--- src/rtl/data_demod_if.sv ---
//==============================================================================
// Module      : data_demod_if
// Description : Symbol-in / byte-out handshake bundle for the 5-bit demodulator.
// Revision    : 1.0 - initial release
//==============================================================================
`default_nettype none

interface data_demod_if;
    logic [4:0] dmod;
    logic       mod_en;
    logic       flush;
    logic       full;
    logic       wr;
    logic [7:0] data_out;
    logic       ovf;
    logic [4:0] cnt;

    modport master (
        output dmod, mod_en, flush, full,
        input  wr, data_out, ovf, cnt
    );

    modport slave (
        input  dmod, mod_en, flush, full,
        output wr, data_out, ovf, cnt
    );
endinterface

`default_nettype wire

--- src/rtl/data_demod.sv ---
//==============================================================================
// Module      : data_demod
// Description : Repacks LSB-first 5-bit symbols into bytes for a write/full FIFO.
// Revision    : 1.0 - initial release
//==============================================================================
`default_nettype none

module data_demod (
    input  wire logic   clk,
    input  wire logic   reset_n,
    data_demod_if.slave bus
);

    localparam logic [4:0] c_BYTE_BITS  = 5'd8;
    localparam logic [4:0] c_SYM_BITS   = 5'd5;
    localparam logic [4:0] c_ACCEPT_MAX = 5'd11;

    logic [15:0] r_acc;
    logic [4:0]  r_cnt;
    logic        r_ovf;

    logic        w_wr;
    logic [4:0]  w_cnt_w;
    logic        w_acc_en;
    logic        w_reject;
    logic [15:0] w_acc_shift;
    logic [15:0] w_acc_next;
    logic [4:0]  w_cnt_next;
    logic        w_ovf_next;

    assign w_wr     = (r_cnt >= c_BYTE_BITS) & ~bus.full & ~bus.flush;
    assign w_cnt_w  = w_wr ? (r_cnt - c_BYTE_BITS) : r_cnt;
    // Accepting at c_w <= 11 keeps the inserted symbol within the 16-bit accumulator.
    assign w_acc_en = bus.mod_en & ~bus.flush & (w_cnt_w <= c_ACCEPT_MAX);
    assign w_reject = bus.mod_en & ~bus.flush & (w_cnt_w > c_ACCEPT_MAX);

    always_comb begin
        w_acc_shift = w_wr ? {8'h00, r_acc[15:8]} : r_acc;
        w_acc_next  = w_acc_shift;
        w_cnt_next  = w_cnt_w;
        w_ovf_next  = r_ovf | w_reject;
        if (w_acc_en) begin
            w_acc_next = w_acc_shift | ({11'h000, bus.dmod} << w_cnt_w);
            w_cnt_next = w_cnt_w + c_SYM_BITS;
        end
        if (bus.flush) begin
            w_acc_next = 16'h0000;
            w_cnt_next = 5'd0;
            w_ovf_next = 1'b0;
        end
    end

    always_ff @(posedge clk or negedge reset_n) begin
        if (!reset_n) begin
            r_acc <= 16'h0000;
            r_cnt <= 5'd0;
            r_ovf <= 1'b0;
        end else begin
            r_acc <= w_acc_next;
            r_cnt <= w_cnt_next;
            r_ovf <= w_ovf_next;
        end
    end

    assign bus.wr       = w_wr;
    assign bus.data_out = r_acc[7:0];
    assign bus.ovf      = r_ovf;
    assign bus.cnt      = r_cnt;

endmodule

`default_nettype wire

--- src/flat_wrapper.sv ---
// flat-port wrapper written by rule: the top's interface ports become plain ports
module data_demod_flat 
  (clk, reset_n, bus_dmod, bus_mod_en, bus_flush, bus_full, bus_wr, bus_data_out, bus_ovf, bus_cnt);
  data_demod_if bus_i ();
  input  wire logic clk;
  input  wire logic reset_n;
  input wire logic [$bits(bus_i.dmod)-1:0] bus_dmod;
  input wire logic [$bits(bus_i.mod_en)-1:0] bus_mod_en;
  input wire logic [$bits(bus_i.flush)-1:0] bus_flush;
  input wire logic [$bits(bus_i.full)-1:0] bus_full;
  output wire logic [$bits(bus_i.wr)-1:0] bus_wr;
  output wire logic [$bits(bus_i.data_out)-1:0] bus_data_out;
  output wire logic [$bits(bus_i.ovf)-1:0] bus_ovf;
  output wire logic [$bits(bus_i.cnt)-1:0] bus_cnt;
  assign bus_i.dmod = bus_dmod;
  assign bus_i.mod_en = bus_mod_en;
  assign bus_i.flush = bus_flush;
  assign bus_i.full = bus_full;
  assign bus_wr = bus_i.wr;
  assign bus_data_out = bus_i.data_out;
  assign bus_ovf = bus_i.ovf;
  assign bus_cnt = bus_i.cnt;
  data_demod u_core (.clk(clk), .reset_n(reset_n), .bus(bus_i));
endmodule
--- config.mk ---
export PLATFORM = sky130hd
export DESIGN_NAME = data_demod_flat
export DESIGN_NICKNAME = d
export VERILOG_FILES = /design/src/rtl/data_demod_if.sv /design/src/rtl/data_demod.sv /design/src/flat_wrapper.sv
export SDC_FILE = /design/constraint.sdc
export NUM_CORES = 1
export LEC_CHECK = 0
export ABC_AREA = 1
export ABC_CLOCK_PERIOD_IN_PS = 2550
export BUFFER_PORTS_ARGS = -buffer_cell sky130_fd_sc_hd__buf_2
export CAP_MARGIN = 20
export CORE_ASPECT_RATIO = 1.25
export CORE_MARGIN = 5
export CORE_UTILIZATION = 40
export DETAILED_ROUTE_END_ITERATION = 7
export HOLD_SLACK_MARGIN = 0.06
export PLACE_DENSITY = 0.6
export SYNTH_ARGS = -nofsm -noshare
export SYNTH_HDL_FRONTEND = slang
export SYNTH_SLANG_ARGS = --single-unit
export TNS_END_PERCENT = 5
--- constraint.sdc ---
create_clock -name clk -period 2.55 [get_ports clk]
set_input_delay 0.255 -clock clk [delete_from_list [all_inputs] [get_ports clk]]
set_output_delay 0.255 -clock clk [all_outputs]
set_load 0.005 [all_outputs]
==> impl_metrics.prom <==
# TYPE chip_impl_metric gauge
chip_impl_metric{name="drt_pass_1_iters",unit=""} 4
chip_impl_metric{name="die_y",unit="µm"} 79.2
chip_impl_metric{name="cts_max_level",unit=""} 1
chip_impl_info{name="outcome",value="finished clean"} 1
chip_impl_metric{name="final_core_density",unit=""} 0.451
chip_impl_metric{name="post_synth_fa_ha_maj_area_fraction",unit=""} 0.0245
chip_impl_info{name="crit_path_start_kind",value="flip-flop"} 1
chip_impl_metric{name="finish.instance_area",unit="µm²"} 1690
chip_impl_metric{name="power_density",unit="nW/µm²"} 701
chip_impl_info{name="min_from",value="bus_flush"} 1
chip_impl_metric{name="grt_pass1_vias",unit=""} 1381
chip_impl_info{name="rr_endpoint",value="u_core.r_acc[8]$_DFF_PN0_"} 1
chip_impl_metric{name="cell_area_after_synthesis",unit="µm²"} 1530
chip_impl_metric{name="fmaxAchievable",unit="MHz"} 434
chip_impl_metric{name="initial_antenna_violation_count",unit=""} 0
chip_impl_info{name="largest_family_of_logic_cells_by_synthesized_area",value="simple AND/OR/NAND/NOR gates"} 1
chip_impl_metric{name="pin_count",unit=""} 25
chip_impl_metric{name="fraction_of_layout_cells_with_a_size_suffix_above_1",unit=""} 0.216
chip_impl_metric{name="final_hold_viol_count",unit=""} 0
chip_impl_metric{name="post_synthesis_net_count",unit=""} 231
chip_impl_metric{name="grt_first_pass_wirelength",unit="µm"} 6400
chip_impl_metric{name="die_width",unit="µm"} 65.4
chip_impl_metric{name="timing.final.crit_period",unit="ns"} 2.31
chip_impl_metric{name="netlist-cell-type-count",unit=""} 23
chip_impl_metric{name="reg2regPathDepth",unit=""} 15
chip_impl_metric{name="antenna_cells",unit=""} 0
chip_impl_metric{name="drt-initial-drc-count",unit=""} 100
chip_impl_metric{name="p_leak",unit="µW"} 0.000851
chip_impl_metric{name="design.core.area",unit="µm²"} 3750
chip_impl_metric{name="critPathMaxFanout",unit=""} 17
chip_impl_metric{name="port_buf_inserts",unit=""} 24
chip_impl_metric{name="gp_congestion",unit=""} 0.878
chip_impl_metric{name="xor_and_xnor_fraction_of_the_mapped_netlist_area",unit=""} 0.00571
chip_impl_metric{name="yosysWarningCount",unit=""} 0
chip_impl_metric{name="finClkSkew",unit="ns"} 0.00345
chip_impl_metric{name="fin_cells",unit=""} 276
chip_impl_metric{name="dpl.cell_count",unit=""} 271
chip_impl_metric{name="timing.setup.tns",unit="ns"} 0
chip_impl_info{name="timing.hold.worst.class",value="input pin to flip-flop"} 1
chip_impl_metric{name="initial_core_util",unit=""} 0.409
chip_impl_metric{name="layout_worst_path_cycle_share",unit=""} 0.904
chip_impl_info{name="critPathCapture",value="bus_wr"} 1
chip_impl_metric{name="timing_worst_slew_pin_value",unit="ns"} 0.522
chip_impl_metric{name="vias",unit=""} 1423
chip_impl_metric{name="rrSetupSlack",unit="ns"} 0.41
chip_impl_metric{name="postSynthRegisterBits",unit=""} 22
chip_impl_metric{name="avgSynthCellArea",unit="µm²"} 7.04
chip_impl_metric{name="gr-usage-met3",unit=""} 0.0198
chip_impl_info{name="tritoncts",value="yes"} 1
chip_impl_metric{name="clk_transition_reported_paths",unit="ns"} 0.08
chip_impl_metric{name="finalNetCount",unit=""} 250
chip_impl_info{name="endpoint_kind",value="output pin"} 1
chip_impl_info{name="crit_type",value="flip-flop to output pin"} 1
chip_impl_metric{name="post_synth_inst_count",unit=""} 218
chip_impl_info{name="worst_r2r_startpoint",value="u_core.bus.cnt[0]$_DFFE_PN0P_"} 1
chip_impl_metric{name="fp-row-count",unit=""} 25
chip_impl_metric{name="remaining_drc_errors",unit=""} 0
chip_impl_metric{name="synth_compound_gate_area_share",unit=""} 0.0930
chip_impl_metric{name="vdd_drop_max",unit="V"} 0.000322
chip_impl_metric{name="cts-buffers-inserted",unit=""} 3
chip_impl_metric{name="final_setup_viols",unit=""} 0
chip_impl_metric{name="area_delta_synth_final",unit="%"} 10.4
chip_impl_metric{name="avgRoutedWirePerCell",unit="µm"} 13.7
chip_impl_metric{name="vias_per_cell",unit=""} 5.16
chip_impl_metric{name="dpl-instance-area",unit="µm²"} 1630
chip_impl_info{name="critical_path.startpoint",value="u_core.bus.cnt[0]$_DFFE_PN0P_"} 1
chip_impl_info{name="cts.root.buffer_cell",value="clkbuf_8"} 1
chip_impl_info{name="unrepaired_setup_endpoints_after_global_routing",value="false"} 1
chip_impl_metric{name="post-cts-setup-buffer-count",unit=""} 0
chip_impl_metric{name="synth_seq_area_share",unit=""} 0.359
chip_impl_metric{name="clock_tree.buffer_depth",unit=""} 2
chip_impl_metric{name="timing.max_slew.rel_slack",unit=""} 0.652
chip_impl_metric{name="drv_cap",unit=""} 0
chip_impl_metric{name="synth_mux_area_frac",unit=""} 0
chip_impl_metric{name="worstSkewPairLatency",unit="ns"} 0.27
chip_impl_metric{name="drt_wl_total",unit="µm"} 3790
chip_impl_metric{name="design_power_total",unit="µW"} 1190
chip_impl_metric{name="ant_nets",unit=""} 0
chip_impl_info{name="global_route.peak_usage_layer",value="met2"} 1
chip_impl_metric{name="pin_count_of_the_biggest_net_entering_global_routing",unit=""} 23
chip_impl_metric{name="hpwlAfterDp",unit="µm"} 2840
chip_impl_metric{name="die-area",unit="µm²"} 5180
chip_impl_metric{name="final-max-slew-violation-count",unit=""} 0
chip_impl_metric{name="fill_cell_instance_count_of_the_final_layout",unit=""} 407
chip_impl_metric{name="critical_path_required",unit="ns"} 2.30
chip_impl_metric{name="yosys.area_share.simple",unit=""} 0.405
chip_impl_metric{name="sequential_cell_area",unit="µm²"} 551
chip_impl_metric{name="multiInputGateArea",unit="µm²"} 811
chip_impl_metric{name="cts_sinks",unit=""} 22
chip_impl_metric{name="grtUsageMet2",unit=""} 0.287
chip_impl_metric{name="critical_path_arrival",unit="ns"} 2.05
chip_impl_metric{name="global_route.overflow_total",unit=""} 0
chip_impl_metric{name="globalRouteMet1Util",unit=""} 0.184
chip_impl_metric{name="global_route_usage_over_all_layers",unit=""} 0.158
==> stage by stage <==
| stage | hold slack (ns) | setup WS [ns] |
|---|---|---|
| 3_5_place_dp | 0.267 | 0.420 |
| 3_3_place_gp | 0.265 | 0.498 |
| 2_1_floorplan | -0.0406 | 0.565 |
| 4_1_cts | 0.399 | 0.231 |
| 6_report | 0.395 | 0.245 |
| 5_1_grt | 0.399 | 0.0212 |
==> critical path, stage by stage, from the launching register on <==
cell      delay (ns)
dfrtp_1         0.53
inv_1           0.19
ha_1            0.23
nand2_1         0.06
clkinv_1        0.06
nand2_2         0.07
nand2_4         0.06
nand2_2         0.08
buf_4           0.19
inv_2           0.14
buf_2           0.16
==> state kept, by name (all words and copies together), names as in the netlist <==
| signal | count |
|---|---|
| u_core.r_acc | 16 |
| u_core.bus.cnt | 5 |
| u_core.bus.ovf | 1 |
==> cells in the mapped netlist <==
library cell,n,share of area
o21ai_0,7,0.023
inv_1,12,0.029
a31oi_1,4,0.016
nand3_1,31,0.10
inv_2,1,0.0024
buf_6,2,0.015
nand4_1,1,0.0041
clkinv_1,3,0.0073
nand2_4,7,0.051
clkbuf_1,2,0.0049
buf_4,9,0.044
o21ai_1,3,0.0098
a21oi_1,12,0.039
nand2_2,5,0.020
xor2_1,1,0.0057
ha_1,3,0.024
dfrtp_1,22,0.36
nand3_2,1,0.0065
nor2_2,4,0.016
buf_2,3,0.0098
a22oi_1,1,0.0049
nor2_1,26,0.064
nand2_1,58,0.14
==> power breakdown <==
part,switching (µW),internal [µW]
logic,323,181
registers,36.6,389
clock network,120,138
==> area by class of cell <==
| type | instances | area share |
|---|---|---|
| Tap cell | 40 | 0.0295 |
| Clock buffer | 4 | 0.0325 |
| Multi-Input combinational cell | 164 | 0.479 |
| Timing Repair Buffer | 30 | 0.0990 |
| Sequential cell | 22 | 0.325 |
| Inverter | 16 | 0.0355 |
==> how the worst min path moves through the flow <==
| stage | cells past startpoint | endpoint | slack, ns |
|---|---|---|---|
| floorplan | 0 | u_core.bus.cnt[0]$_DFFE_PN0P_ | -0.04 |
| global placement | 1 | u_core.bus.cnt[3]$_DFF_PN0_ | 0.27 |
| detailed placement | 1 | u_core.bus.cnt[3]$_DFF_PN0_ | 0.27 |
| CTS | 2 | u_core.r_acc[10]$_DFF_PN0_ | 0.40 |
| global route | 2 | u_core.r_acc[13]$_DFF_PN0_ | 0.40 |
| finish | 2 | u_core.bus.cnt[4]$_DFF_PN0_ | 0.39 |
==> cells in the final DEF (no fill, tap or decap) <==
cell type | netlist | final
clkinv_1 | 3 | 3
nand3_1 | 31 | 31
inv_2 | 1 | 1
nand4_1 | 1 | 1
a22oi_1 | 1 | 1
nand2_2 | 5 | 5
dlygate4sd3_1 | 0 | 1
nor2_1 | 26 | 26
nand2_4 | 7 | 7
a21oi_1 | 12 | 12
o21ai_1 | 3 | 3
inv_1 | 12 | 12
ha_1 | 3 | 3
buf_4 | 9 | 5
xor2_1 | 1 | 1
nand2_1 | 58 | 58
a31oi_1 | 4 | 4
nor2_2 | 4 | 4
buf_2 | 3 | 24
clkbuf_8 | 0 | 4
dfrtp_1 | 22 | 22
o21ai_0 | 7 | 7
nand3_2 | 1 | 1
==> routing by layer <==
layer / up-vias / share of wire / routed length (µm)
li1: 729 / - / -
met1: 653 / 0.42 / 1580
met2: 32 / 0.52 / 1980
met3: 9 / 0.039 / 146
met4: 0 / 0.021 / 80
met5: - / 0 / 0
==> what timing repair did <==
item,4_1_cts,5_1_grt
gates resized for setup,0,0
hold buffers,1,0
hold endpoints to repair,22,0
==> cell families after synthesis <==
family / count (synthesis)
simple gates: 133
buf+inv: 32
flops: 22
fa+ha+maj: 3
xor+xnor: 1
compound gates: 27
Note: power is estimated with default switching activity, not from simulation.
